$ cat src/rtl/lieat_axi_rd_pkg.sv
// Shared FSM encodings and response codes for the refill read responder.
package lieat_axi_rd_pkg;

    localparam int unsigned ST_W     = 6;
    localparam int unsigned IDLE_B   = 0;
    localparam int unsigned WAIT_B   = 1;
    localparam int unsigned RD_LO_B  = 2;
    localparam int unsigned RD_HI_B  = 3;
    localparam int unsigned CAP_B    = 4;
    localparam int unsigned RESP_B   = 5;

    typedef enum logic [ST_W-1:0] {
        ST_IDLE  = 6'b000001,
        ST_WAIT  = 6'b000010,
        ST_RD_LO = 6'b000100,
        ST_RD_HI = 6'b001000,
        ST_CAP   = 6'b010000,
        ST_RESP  = 6'b100000
    } state_e;

    localparam logic [1:0] RESP_OKAY   = 2'b00;
    localparam logic [1:0] RESP_DECERR = 2'b11;

endpackage

$ cat src/rtl/lieat_axi_rd_slave_if.sv
// AR/R channel bundle; rresp exists only with LIEAT_AXI_RD_SLAVE_DECERR_EN.
interface lieat_axi_rd_slave_if #(
    parameter int unsigned XLEN = 32
);
    logic [XLEN-1:0] araddr;
    logic            arvalid;
    logic            arready;
    logic [63:0]     rdata;
    logic            rvalid;
    logic            rready;
`ifdef LIEAT_AXI_RD_SLAVE_DECERR_EN
    logic [1:0]      rresp;
`endif

    modport master (
        output araddr, arvalid, rready,
        input  arready, rdata, rvalid
`ifdef LIEAT_AXI_RD_SLAVE_DECERR_EN
        , input rresp
`endif
    );

    modport slave (
        input  araddr, arvalid, rready,
        output arready, rdata, rvalid
`ifdef LIEAT_AXI_RD_SLAVE_DECERR_EN
        , output rresp
`endif
    );
endinterface

$ cat src/rtl/lieat_axi_rd_reqbuf.sv
// One-entry valid/ready request buffer; holds the address (and range-error bit
// when LIEAT_AXI_RD_SLAVE_DECERR_EN is defined).
module lieat_axi_rd_reqbuf #(
    parameter int unsigned XLEN = 32
) (
    input  logic            clock,
    input  logic            reset,
    input  logic            in_valid,
    output logic            in_ready,
    input  logic [XLEN-1:0] in_addr,
    input  logic            pop,
    output logic            buf_valid,
    output logic [XLEN-1:0] buf_addr
`ifdef LIEAT_AXI_RD_SLAVE_DECERR_EN
    , input  logic          in_err
    , output logic          buf_err
`endif
);

    logic push;

    assign in_ready = ~buf_valid;
    assign push     = in_valid & in_ready;

    // Pop clears, push (which cannot coincide with a pop) loads afterwards.
    always_ff @(posedge clock or posedge reset) begin
        if (reset) begin
            buf_valid <= 1'b0;
            buf_addr  <= '0;
`ifdef LIEAT_AXI_RD_SLAVE_DECERR_EN
            buf_err   <= 1'b0;
`endif
        end else begin
            if (pop) buf_valid <= 1'b0;
            if (push) begin
                buf_valid <= 1'b1;
                buf_addr  <= in_addr;
`ifdef LIEAT_AXI_RD_SLAVE_DECERR_EN
                buf_err   <= in_err;
`endif
            end
        end
    end

endmodule

$ cat src/rtl/lieat_axi_rd_slave.sv
// Single-beat 64-bit read responder over a 32-bit, 1-cycle-latency SRAM.
// Optional macro LIEAT_AXI_RD_SLAVE_DECERR_EN adds rresp and out-of-range DECERR.
module lieat_axi_rd_slave
    import lieat_axi_rd_pkg::*;
#(
    parameter int unsigned     XLEN     = 32,
    parameter int unsigned     MEM_AW   = 16,
    parameter logic [XLEN-1:0] MEM_BASE = 32'h8000_0000,
    parameter int unsigned     LATENCY  = 0
) (
    input  logic              clock,
    input  logic              reset,
    lieat_axi_rd_slave_if.slave axi,
    output logic              mem_ren,
    output logic [MEM_AW-1:0] mem_addr,
    input  logic [31:0]       mem_rdata
);

    localparam int unsigned      CNT_W = 4;
    localparam logic [CNT_W-1:0] LAT_C = CNT_W'(LATENCY);

    state_e            state;
    logic              buf_valid;
    logic [XLEN-1:0]   buf_addr;
    logic [XLEN-1:0]   buf_off;
    logic [MEM_AW-1:0] buf_widx;
    logic              start_err;
    logic              pop;
    logic [MEM_AW-1:0] act_widx;
    logic              act_err;
    logic [CNT_W-1:0]  cnt;
    logic [63:0]       rdata;
    logic              rvalid;

`ifdef LIEAT_AXI_RD_SLAVE_DECERR_EN
    localparam logic [XLEN:0] LIMIT = {1'b0, MEM_BASE} + ((XLEN+1)'(1) << (MEM_AW + 2));
    logic       ar_err;
    logic       buf_err;
    logic [1:0] rresp;

    assign ar_err    = (axi.araddr < MEM_BASE) || ({1'b0, axi.araddr} >= LIMIT);
    assign start_err = buf_err;
    assign axi.rresp = rresp;
`else
    assign start_err = 1'b0;
`endif

    lieat_axi_rd_reqbuf #(.XLEN(XLEN)) u_reqbuf (
        .clock     (clock),
        .reset     (reset),
        .in_valid  (axi.arvalid),
        .in_ready  (axi.arready),
        .in_addr   (axi.araddr),
        .pop       (pop),
        .buf_valid (buf_valid),
        .buf_addr  (buf_addr)
`ifdef LIEAT_AXI_RD_SLAVE_DECERR_EN
        , .in_err  (ar_err)
        , .buf_err (buf_err)
`endif
    );

    // Word index of the buffered request relative to the SRAM base.
    assign buf_off  = buf_addr - MEM_BASE;
    assign buf_widx = MEM_AW'(buf_off >> 2);

    // Pop from IDLE, or straight out of RESP on the R handshake (no IDLE bubble).
    assign pop = buf_valid & (state[IDLE_B] | (state[RESP_B] & axi.rready));

    assign axi.rvalid = rvalid;
    assign axi.rdata  = rdata;

    // Sequencer: state, SRAM strobes and response registers.
    always_ff @(posedge clock or posedge reset) begin
        if (reset) begin
            state    <= ST_IDLE;
            act_widx <= '0;
            act_err  <= 1'b0;
            cnt      <= '0;
            rdata    <= '0;
            rvalid   <= 1'b0;
            mem_ren  <= 1'b0;
            mem_addr <= '0;
`ifdef LIEAT_AXI_RD_SLAVE_DECERR_EN
            rresp    <= RESP_OKAY;
`endif
        end else begin
            unique case (state)
                ST_IDLE: ;
                ST_WAIT: begin
                    cnt <= cnt - CNT_W'(1);
                    if (cnt == CNT_W'(1)) begin
                        if (act_err) begin
                            state  <= ST_RESP;
                            rvalid <= 1'b1;
                            rdata  <= '0;
`ifdef LIEAT_AXI_RD_SLAVE_DECERR_EN
                            rresp  <= RESP_DECERR;
`endif
                        end else begin
                            state    <= ST_RD_LO;
                            mem_ren  <= 1'b1;
                            mem_addr <= act_widx;
                        end
                    end
                end
                ST_RD_LO: begin
                    state    <= ST_RD_HI;
                    mem_addr <= act_widx + MEM_AW'(1);
                end
                ST_RD_HI: begin
                    state       <= ST_CAP;
                    mem_ren     <= 1'b0;
                    rdata[31:0] <= mem_rdata;
                end
                ST_CAP: begin
                    state        <= ST_RESP;
                    rdata[63:32] <= mem_rdata;
                    rvalid       <= 1'b1;
`ifdef LIEAT_AXI_RD_SLAVE_DECERR_EN
                    rresp        <= RESP_OKAY;
`endif
                end
                ST_RESP: begin
                    if (axi.rready) begin
                        state  <= ST_IDLE;
                        rvalid <= 1'b0;
                    end
                end
                default: state <= ST_IDLE;
            endcase

            if (pop) begin
                act_widx <= buf_widx;
                act_err  <= start_err;
                cnt      <= LAT_C;
                if (LATENCY != 0) begin
                    state <= ST_WAIT;
                end else if (start_err) begin
                    state  <= ST_RESP;
                    rvalid <= 1'b1;
                    rdata  <= '0;
`ifdef LIEAT_AXI_RD_SLAVE_DECERR_EN
                    rresp  <= RESP_DECERR;
`endif
                end else begin
                    state    <= ST_RD_LO;
                    mem_ren  <= 1'b1;
                    mem_addr <= buf_widx;
                end
            end
        end
    end

endmodule

$ cat src/flat_wrapper.sv
// flat-port wrapper written by rule: the top's interface ports become plain ports
module lieat_axi_rd_slave_flat import lieat_axi_rd_pkg::*;
#(
    parameter int unsigned     XLEN     = 32,
    parameter int unsigned     MEM_AW   = 16,
    parameter logic [XLEN-1:0] MEM_BASE = 32'h8000_0000,
    parameter int unsigned     LATENCY  = 0
)
  (clock, reset, mem_ren, mem_addr, mem_rdata, axi_araddr, axi_arvalid, axi_rready, axi_arready, axi_rdata, axi_rvalid);
  lieat_axi_rd_slave_if #(.XLEN(XLEN)) axi_i ();
  input  logic clock;
  input  logic reset;
  output logic mem_ren;
  output logic [MEM_AW-1:0] mem_addr;
  input  logic [31:0] mem_rdata;
  input wire logic [$bits(axi_i.araddr)-1:0] axi_araddr;
  input wire logic [$bits(axi_i.arvalid)-1:0] axi_arvalid;
  input wire logic [$bits(axi_i.rready)-1:0] axi_rready;
  output wire logic [$bits(axi_i.arready)-1:0] axi_arready;
  output wire logic [$bits(axi_i.rdata)-1:0] axi_rdata;
  output wire logic [$bits(axi_i.rvalid)-1:0] axi_rvalid;
  assign axi_i.araddr = axi_araddr;
  assign axi_i.arvalid = axi_arvalid;
  assign axi_i.rready = axi_rready;
  assign axi_arready = axi_i.arready;
  assign axi_rdata = axi_i.rdata;
  assign axi_rvalid = axi_i.rvalid;
  lieat_axi_rd_slave #(.XLEN(XLEN), .MEM_AW(MEM_AW), .MEM_BASE(MEM_BASE), .LATENCY(LATENCY)) u_core (.clock(clock), .reset(reset), .axi(axi_i), .mem_ren(mem_ren), .mem_addr(mem_addr), .mem_rdata(mem_rdata));
endmodule
$ cat config.mk
export PLATFORM = sky130hd
export DESIGN_NAME = lieat_axi_rd_slave_flat
export DESIGN_NICKNAME = d
export VERILOG_FILES = /design/src/rtl/lieat_axi_rd_pkg.sv /design/src/rtl/lieat_axi_rd_slave_if.sv /design/src/rtl/lieat_axi_rd_reqbuf.sv /design/src/rtl/lieat_axi_rd_slave.sv /design/src/flat_wrapper.sv
export SDC_FILE = /design/constraint.sdc
export NUM_CORES = 1
export LEC_CHECK = 0
export CELL_PAD_IN_SITES_DETAIL_PLACEMENT = 1
export CELL_PAD_IN_SITES_GLOBAL_PLACEMENT = 2
export CORE_ASPECT_RATIO = 0.5
export CORE_MARGIN = 2
export CORE_UTILIZATION = 30
export CTS_BUF_LIST = sky130_fd_sc_hd__clkbuf_8
export CTS_CLUSTER_DIAMETER = 200
export DETAILED_ROUTE_END_ITERATION = 7
export PLACE_DENSITY = 0.89
export SYNTH_ARGS = -nofsm -noshare
export SYNTH_HDL_FRONTEND = slang
export SYNTH_SLANG_ARGS = --single-unit
$ cat constraint.sdc
create_clock -name clock -period 8.7 [get_ports clock]
set_input_delay 1.74 -clock clock [delete_from_list [all_inputs] [get_ports clock]]
set_output_delay 1.74 -clock clock [all_outputs]
set_load 0.01 [all_outputs]
==> flow_summary_export.csv <==
group,metric,value,unit
run_status,status,"finished, final reports clean",
drt,first_iter_violations,152,
timing,hold_slack,492,ps
floorplan,start_util,30.3,%
floorplan,dieArea,17500,sq um
hold_path,min_path_type,"flip-flop to flip-flop",
clock_network,cts_tree,"yes",
yosys,synth_edf_count,0,
place,place_inst,726,
drt,drc,0,
clock_network,holdBufCountCts,0,
global_routing,first_global_vias,3962,
drt,viasPerCell,4.64,
global_routing,grt_pass1_wl,20700,um
drt,antenna_left,0,
job,drv_cap,0,
timing,worstMarginPinSlew,1030,ps
floorplan,core_area,16200,sq um
timing,finalMaxSlewViolations,0,
floorplan,die_x,185,um
yosys,ys_ff_latch,120,
finish,final_cells,758,
clock_network,cts_made_buffers,17,
clock_network,cts_root_buffer,"clkbuf_8",
clock_network,cts_resized,0,
global_routing,grt_use_total,15.3,%
clock_network,post_cts_buffers,0,
worst_setup_path,critPathMaxFanout,27,
yosys,ys_async_sr_fraction,100,%
clock_network,cts.clk_slew.worst_paths,70,ps
yosys,yosys.area.top_type,"dfrtp_1",
finish,final_area,6890,sq um
drt,route.vias.total,3520,
clock_network,clock_path_buffers,2,
timing,finalSetupViolCount,0,
yosys,yosysWarnings,0,
floorplan,io_pins,151,
yosys,synth_flop_cell,"dfrtp_1",
drt,post_drt_wl_per_cell,16.6,um
power,ir_drop,0.142,mV
timing,setup_tns,0,ps
floorplan,fp-row-count,33,
yosys,syn_avg_cell_area,13.0,sq um
worst_setup_path,start_kind,"input port",
yosys,synth.most_common_cell,"dfrtp_1",
finish,fin_nets,587,
timing,max_freq,0.231,GHz
finish,antenna_cells,0,
clock_network,clock_latency,420,ps
timing,rsz0062_at_grt,"no",
drt,drt-total-wl,12600,um
yosys,netlist_instances,380,
finish,drive_gt1_share,21.8,%
yosys,synth_cell_types,44,
clock_network,cts_max_level,4,
global_routing,grt_antenna_before_repair,0,
yosys,synth_top_cell_area_share,60.5,%
timing,slew_headroom,31.5,%
worst_setup_path,worstPathArrival,4630,ps
power,powerDensity,384,nW/um^2
clock_network,cts_sinks,120,
worst_setup_path,critPathKind,"input port to flip-flop",
yosys,synth_nets,449,
timing,skew,14.2,ps
finish,syn_to_final_growth,40.0,%
floorplan,die_h,94.6,um
yosys,synth_area,4920,sq um
drt,drt_first_pass_iters,4,
place,numPortBuffers,134,
global_routing,grt_overflow,0,
yosys,seq_area_frac_synth,61.0,%
timing,fin_crit,4330,ps
place,place_area,6460,sq um
global_routing,grt_max_degree,75,
power,leakagePower,0.00290,uW
finish,utilization,42.5,%
yosys,ys_top_cells_by_area,"dfrtp_1, mux2_2, nand2_1",
place,place.detailed.hpwl,8440,um
yosys,synth_common_cells,"dfrtp_1, mux2_2, nand2_1, nand3_1, nor2_1",
worst_setup_path,cp_data_required_time,9000,ps
place,routabilityCongestion,0.694,
timing,final.period_utilization,49.8,%
worst_setup_path,endpoint_kind,"flip-flop",
timing,finalHoldViolCount,0,
==> placed cells by master, fill, tap and decap left out, types with 4 or more instances in the layout <==
| cell type | netlist | routed |
|---|---|---|
| o21ai_0 | 6 | 6 |
| xnor2_1 | 5 | 5 |
| clkdlybuf4s50_1 | 0 | 134 |
| bufinv_16 | 0 | 4 |
| clkbuf_8 | 0 | 18 |
| nand3_1 | 11 | 11 |
| nor2_1 | 11 | 11 |
| clkinvlp_4 | 0 | 4 |
| inv_1 | 7 | 9 |
| dfrtp_1 | 119 | 119 |
| nor3_1 | 8 | 8 |
| nand4_1 | 5 | 5 |
| nand2_1 | 55 | 55 |
| mux2_2 | 77 | 77 |
| o211ai_1 | 7 | 7 |
| a22oi_1 | 6 | 6 |
| a21oi_1 | 5 | 5 |
==> routing by layer <==
layer,global-route usage (%),vias to the layer above,wire (um)
li1,-,1622,-
met1,17.8,1825,5320
met2,27.9,60,6560
met3,4.44,13,584
met4,4.43,0,144
met5,0,-,0
==> sequential cells by signal, summed over array words and instances (netlist names) <==
register and flops:
u_core.state 5, u_core.axi.rvalid 1, u_core.axi.rdata 64, u_core.u_reqbuf.buf_addr 16, u_core.act_widx 16, u_core.mem_ren 1, u_core.u_reqbuf.buf_valid 1, u_core.mem_addr 16
==> cell families after synthesis <==
logic type / Yosys count / synth area share (%)
DFF: 120 / 61.0
buffers and inverters: 26 / 2.87
AOI/OAI and AO/OA: 35 / 5.06
and+or+nand+nor: 108 / 10.7
muxes: 82 / 18.7
xor gates and xnor gates: 8 / 1.42
adders and majority gates: 1 / 0.254
==> final timing paths <==
kind                                                   from                                to  slack, ps  cells past startpoint
max                                              axi_rready    u_core.mem_addr[4]$_DFFE_PP0P_       4370                      5
min                        u_core.axi.rdata[57]$_DFFE_PP0P_  u_core.axi.rdata[57]$_DFFE_PP0P_        490                      1
max reg2reg                     u_core.state[5]$_DFFE_PP0P_    u_core.mem_addr[4]$_DFFE_PP0P_       5720                      4
min reg2reg                u_core.axi.rdata[57]$_DFFE_PP0P_  u_core.axi.rdata[57]$_DFFE_PP0P_        490                      1
max in group asynchronous                             reset  u_core.axi.rdata[24]$_DFFE_PP0P_       5650                      3
min in group asynchronous                             reset  u_core.axi.rdata[32]$_DFFE_PP0P_       1880                      2
==> worst max-delay path, cell delays in order <==
cell             delay [ps]
clkdlybuf4s50_1         470
a21o_1                  240
nand2_1                 640
clkinv_1                940
a221o_1                 590
==> per-stage QoR <==
stage	setup WS (ps)	power (uW)
after floorplan	3780	1550
after global placement	3930	2080
after detailed placement	3950	2120
after CTS	4340	2690
after global routing	4210	2820
final	4370	2650
==> where the power goes <==
part | switching, uW | leakage [uW] | internal, uW
combinational | 456 | 0.00124 | 611
sequential | 195 | 0.00144 | 836
clock | 230 | 0.000215 | 317
==> final cells by class <==
class	count	area, sq um
fill	1728	9330
clock buffer	18	248
tap	227	284
multi-input combinational	234	1780
sequential	120	3000
timing repair buffer	137	1360
inverter	8	32.5
clock inverter	14	184
Note: power is estimated with default switching activity, not from simulation.
